--- config.mk ---
export PLATFORM = sky130hd
export DESIGN_NAME = block_exp_detect
export DESIGN_NICKNAME = d
export VERILOG_FILES = /design/src/rtl/block_exp_detect.sv
export SDC_FILE = /design/constraint.sdc
export NUM_CORES = 1
export LEC_CHECK = 0
export CORE_MARGIN = 3
export CORE_UTILIZATION = 35
export CTS_CLUSTER_DIAMETER = 60
export CTS_CLUSTER_SIZE = 28
export DETAILED_ROUTE_END_ITERATION = 8
export DONT_BUFFER_PORTS = 1
export SLEW_MARGIN = 20
export SYNTH_ARGS = -nofsm -noshare
export SYNTH_HDL_FRONTEND = slang
export SYNTH_SLANG_ARGS = --single-unit
export TNS_END_PERCENT = 30
--- constraint.sdc ---
create_clock -name clk -period 14.5 [get_ports clk]
set_input_delay 2.175 -clock clk [delete_from_list [all_inputs] [get_ports clk]]
set_output_delay 2.175 -clock clk [all_outputs]
set_load 0.02 [all_outputs]
--- src/rtl/block_exp_detect.sv ---
// block_exp_detect: buffers one frame, finds the minimum redundant sign bits, replays it with shift_value.
// Defining BLOCK_EXP_GUARD_EN reduces shift_value by one to leave a headroom bit.
module block_exp_detect #(
    parameter int DATA_WIDTH  = 23,
    parameter int SHIFT_WIDTH = 5,
    parameter int FRAME_LEN   = 16
) (
    input  logic                   clk,
    input  logic                   rst,
    input  logic                   in_valid,
    output logic                   in_ready,
    input  logic [DATA_WIDTH-1:0]  in_re,
    input  logic [DATA_WIDTH-1:0]  in_im,
    output logic                   out_valid,
    input  logic                   out_ready,
    output logic [DATA_WIDTH-1:0]  out_re,
    output logic [DATA_WIDTH-1:0]  out_im,
    output logic                   out_last,
    output logic [SHIFT_WIDTH-1:0] shift_value
);
    localparam int AW   = $clog2(FRAME_LEN);
    localparam int RW   = $clog2(DATA_WIDTH);
    localparam int SMAX = 2**SHIFT_WIDTH - 1;
    typedef enum logic {COLLECT, DRAIN} state_t;
    state_t state_q, state_d;
    logic [AW-1:0] wr_q, wr_d, rd_q, rd_d;
    logic [RW-1:0] min_q, min_d, rsb_re, rsb_im, smp_min, fin_min;
    logic [SHIFT_WIDTH-1:0] shift_q, shift_d, sat, guarded;
    logic [2*DATA_WIDTH-1:0] mem_q [FRAME_LEN];
    logic wr_en, last_in, rd_fire, last_out;

    function automatic logic [RW-1:0] rsb(input logic [DATA_WIDTH-1:0] x);
        logic done;
        rsb = '0;
        done = 1'b0;
        for (int i = DATA_WIDTH-2; i >= 0; i--) begin
            if (!done && x[i] == x[DATA_WIDTH-1]) rsb = rsb + RW'(1);
            else done = 1'b1;
        end
    endfunction

    always_comb begin
        rsb_re   = rsb(in_re);
        rsb_im   = rsb(in_im);
        smp_min  = rsb_re < rsb_im ? rsb_re : rsb_im;
        fin_min  = smp_min < min_q ? smp_min : min_q;
        sat      = int'(fin_min) > SMAX ? SHIFT_WIDTH'(SMAX) : SHIFT_WIDTH'(fin_min);
`ifdef BLOCK_EXP_GUARD_EN
        guarded  = sat == '0 ? '0 : sat - SHIFT_WIDTH'(1);
`else
        guarded  = sat;
`endif
        wr_en    = state_q == COLLECT && in_valid;
        last_in  = wr_en && wr_q == AW'(FRAME_LEN-1);
        rd_fire  = state_q == DRAIN && out_ready;
        last_out = rd_fire && rd_q == AW'(FRAME_LEN-1);
        state_d  = last_in ? DRAIN : last_out ? COLLECT : state_q;
        wr_d     = wr_en ? wr_q + AW'(1) : wr_q;
        rd_d     = rd_fire ? rd_q + AW'(1) : rd_q;
        min_d    = last_in ? '1 : wr_en ? fin_min : min_q;
        shift_d  = last_in ? guarded : shift_q;
    end

    always_ff @(posedge clk) begin
        if (rst) begin
            state_q <= COLLECT;
            wr_q    <= '0;
            rd_q    <= '0;
            min_q   <= '1;
            shift_q <= '0;
        end else begin
            state_q <= state_d;
            wr_q    <= wr_d;
            rd_q    <= rd_d;
            min_q   <= min_d;
            shift_q <= shift_d;
        end
    end

    // Buffer is not reset; reads are masked outside DRAIN.
    always_ff @(posedge clk) begin
        if (wr_en) mem_q[wr_q] <= {in_re, in_im};
    end

    assign in_ready    = state_q == COLLECT;
    assign out_valid   = state_q == DRAIN;
    assign out_re      = out_valid ? mem_q[rd_q][2*DATA_WIDTH-1:DATA_WIDTH] : '0;
    assign out_im      = out_valid ? mem_q[rd_q][DATA_WIDTH-1:0] : '0;
    assign out_last    = out_valid && rd_q == AW'(FRAME_LEN-1);
    assign shift_value = shift_q;
endmodule

==> out/metrics.yaml <==
finish:
  drive_gt1_share_pct: 20.0
  fillers: 8867
  final_cells: 3410
  nets: 2195
  syn2layout_area_growth_pct: 8.96
sta:
  final.setup_skew_ps: 26.5
  period_needed_ps: 13710
  max-slew-margin-rel_pct: 27.8
  worst_pin_slew_ps: 1080
  slew_violations: 0
  fin_crit_sh_pct: 94.6
  fin_hold_ws_ps: 507
  clock.fmax_mhz: 72.9
  finalSetupTns_ps: 0
  fin_ws_ps: 790
  hold_viol: 0
  setup_viol: 0
global_route:
  grt_use_total_pct: 16.3
  grt_antenna_before_repair: 2
  grt_pass1_wl_um: 126000
  grt_max_degree: 82
  overflow: 0
  grt_pass1_vias: 19300
power:
  internal_power_mw: 3.12
  p_leak_nw: 11.6
  combPwrFrac_pct: 4.9
  powerDensity_nw_per_um2: 105
  sequentialPowerShare_pct: 60.8
  power.clock.fraction_pct: 34.3
  power.switching_uw: 885
  switching_share_pct: 22.1
  max-vdd-ir-drop_v: 0.0000877
drt:
  first_pass_iters: 5
  drt_iter0_markers: 1818
  num_vias: 19100
  via_per_inst: 5.61
  drc: 0
  postRouteAntennaNets: 0
  wl_per_cell_um: 24.9
  drt_wl_total_um: 85000
clock_network:
  ctsResizeCount: 0
  cts_buffers: 42
  holdBufCountCts: 0
  htreeDepth: 2
  post_cts.repair.setup_buffers: 0
  path_clk_slew_ps: 90
  insertion_delay_ps: 620
  clockRootBuffer: "clkbuf_16"
  cts.sinks: 759
  clock_path_buffers: 3
  cts_tree: "done"
status:
  status: "complete, no violations"
critical_path:
  cp.required_ps: 15010
  cp_slowest_cell: "or3b_2"
  endpoint_kind: "flip-flop"
  worst-setup-path-type: "in -> reg"
  worstPathMaxFanout: 67
  max_stage_delay_ps: 470
  critical_path.most_common_cell: "ha_1"
  start_kind: "input pin"
  cp_data_arrival_time_ps: 14220
place:
  port_buffers: 0
  dp.cells: 3336
  hpwl_um: 50500
  gp_congestion: 0.843
  dp_slack_ps: -156
synth:
  synthArstFlopShare_pct: 0
  syn_area_um2: 35000
  yosys_warnings: 0
  yosysSeqAreaShare_pct: 64.4
  synthFlopType: "edfxtp_1"
  avgSynthCellArea_um2: 16.6
  ys_types: 96
  ys_seq_elements: 759
  syn_nets: 2216
  synth_edf_count: 736
  syn_inst: 2114
flow_run:
  maxCapViolCount: 0
die:
  start_util_pct: 35.4
  ioPinCount: 104
  core-area_um2: 98900
  std_cell_rows: 115
  fp.dieArea_um2: 104000
  chipHeight_um: 322
  fp.dieW_um: 322
min_path:
  hold_class: "reg -> reg"
cell families after synthesis:
| group | after synthesis | share of synthesized area (%) |
|---|---|---|
| simple gates | 527 | 7.76 |
| mux | 270 | 16.0 |
| xor+xnor | 92 | 2.83 |
| fa+ha+maj | 61 | 2.12 |
| flops | 759 | 64.4 |
| buf+inv | 134 | 1.47 |
| compound gates | 271 | 5.41 |
layout by cell type, fill, tap and decap left out, drive strengths merged, types with 8 or more instances in the layout:
| cell | instances |
|---|---|
| a211oi | 12 |
| a21boi | 10 |
| a21o | 12 |
| a21oi | 58 |
| a31oi | 11 |
| and2 | 72 |
| and3 | 19 |
| buf | 35 |
| clkbuf | 43 |
| clkinv | 9 |
| dfxtp | 23 |
| edfxtp | 736 |
| ha | 52 |
| inv | 53 |
| maj3 | 9 |
| mux2 | 8 |
| mux2i | 32 |
| mux4 | 230 |
| nand2 | 118 |
| nand2b | 17 |
| nand3 | 46 |
| nand4 | 10 |
| nor2 | 118 |
| nor2b | 14 |
| nor3 | 43 |
| nor3b | 8 |
| nor4 | 13 |
| o211ai | 16 |
| o21a | 11 |
| o21ai | 55 |
| o22ai | 8 |
| or2 | 14 |
| or3 | 14 |
| xnor2 | 55 |
| xnor3 | 8 |
| xor2 | 27 |
metrics by stage:
stage | power [mW] | area, µm² | utilization, %
after global routing | 4.15 | 38200 | 38.6
final | 4.00 | 38200 | 38.6
after CTS | 4.04 | 38100 | 38.5
after global placement | 2.67 | 36600 | 37.1
after detailed placement | 2.68 | 36600 | 37.1
after floorplan | 2.63 | 35000 | -
state kept, by name (all words and copies together) (netlist names), named ones only:
name / flops
out_valid: 1
min_q: 5
mem_q: 736
wr_q: 4
shift_value: 5
rd_q: 4
cells in the mapped netlist (34+ instances only):
library cell    n  area [µm²]
nor2_1        117         439
clkbuf_1       67         251
edfxtp_1      736       22100
ha_1           52         651
a21oi_1        56         280
inv_1          34         128
and2_1         72         450
nand3_1        45         225
xnor2_1        52         455
nor3_1         42         210
o21ai_0        52         260
nand2_1       117         439
mux4_2        230        5180
worst max-delay path: cells and delay by family:
family | cells | cell delay (ps)
xor+xnor | 1 | 330
buf+inv | 2 | 130
mux | 5 | 1130
fa+ha+maj | 14 | 4070
simple gates | 15 | 2750
compound gates | 23 | 3610
cell type report:
cell class / instances / area (µm²) / share of cell area (%)
clock inverters: 30 / 375 / 0.983
repair buffers: 35 / 267 / 0.698
clock buffers: 43 / 1080 / 2.82
inverters: 34 / 128 / 0.334
flip-flops and latches: 759 / 22600 / 59.2
well taps: 1287 / 1610 / 4.22
diodes: 1 / 2.50 / 0.00656
multi-input cells: 1221 / 12100 / 31.8
power groups by stage:
stage          Clock (mW)  Sequential (mW)  Combinational (mW)
6_report             1.37             2.43               0.198
5_1_grt              1.49             2.44               0.218
4_1_cts              1.42             2.44               0.194
3_5_place_dp            0             2.49               0.192
3_3_place_gp            0             2.48               0.189
2_1_floorplan           0             2.49               0.148
routing by layer:
metal	up-vias	GRT usage [%]	share of wire [%]
li1	8455	-	-
met1	10100	21.7	42
met2	530	27.5	50
met3	91	3.14	6.5
met4	0	3.87	2.0
met5	-	0	0
final timing paths:
check	slack, ps	cells past startpoint	from	endpoint
max	790	60	in_re[22]	shift_value[2]$_SDFFE_PP0P_
min	510	2	rd_q[1]$_SDFFE_PP0P_	flip-flop
max reg2reg	10510	5	out_valid$_SDFFE_PP0P_	mem_q[7][1]$_DFFE_PP_
min reg2reg	510	2	rd_q[1]$_SDFFE_PP0P_	flip-flop
Note: power is estimated with default switching activity, not from simulation.
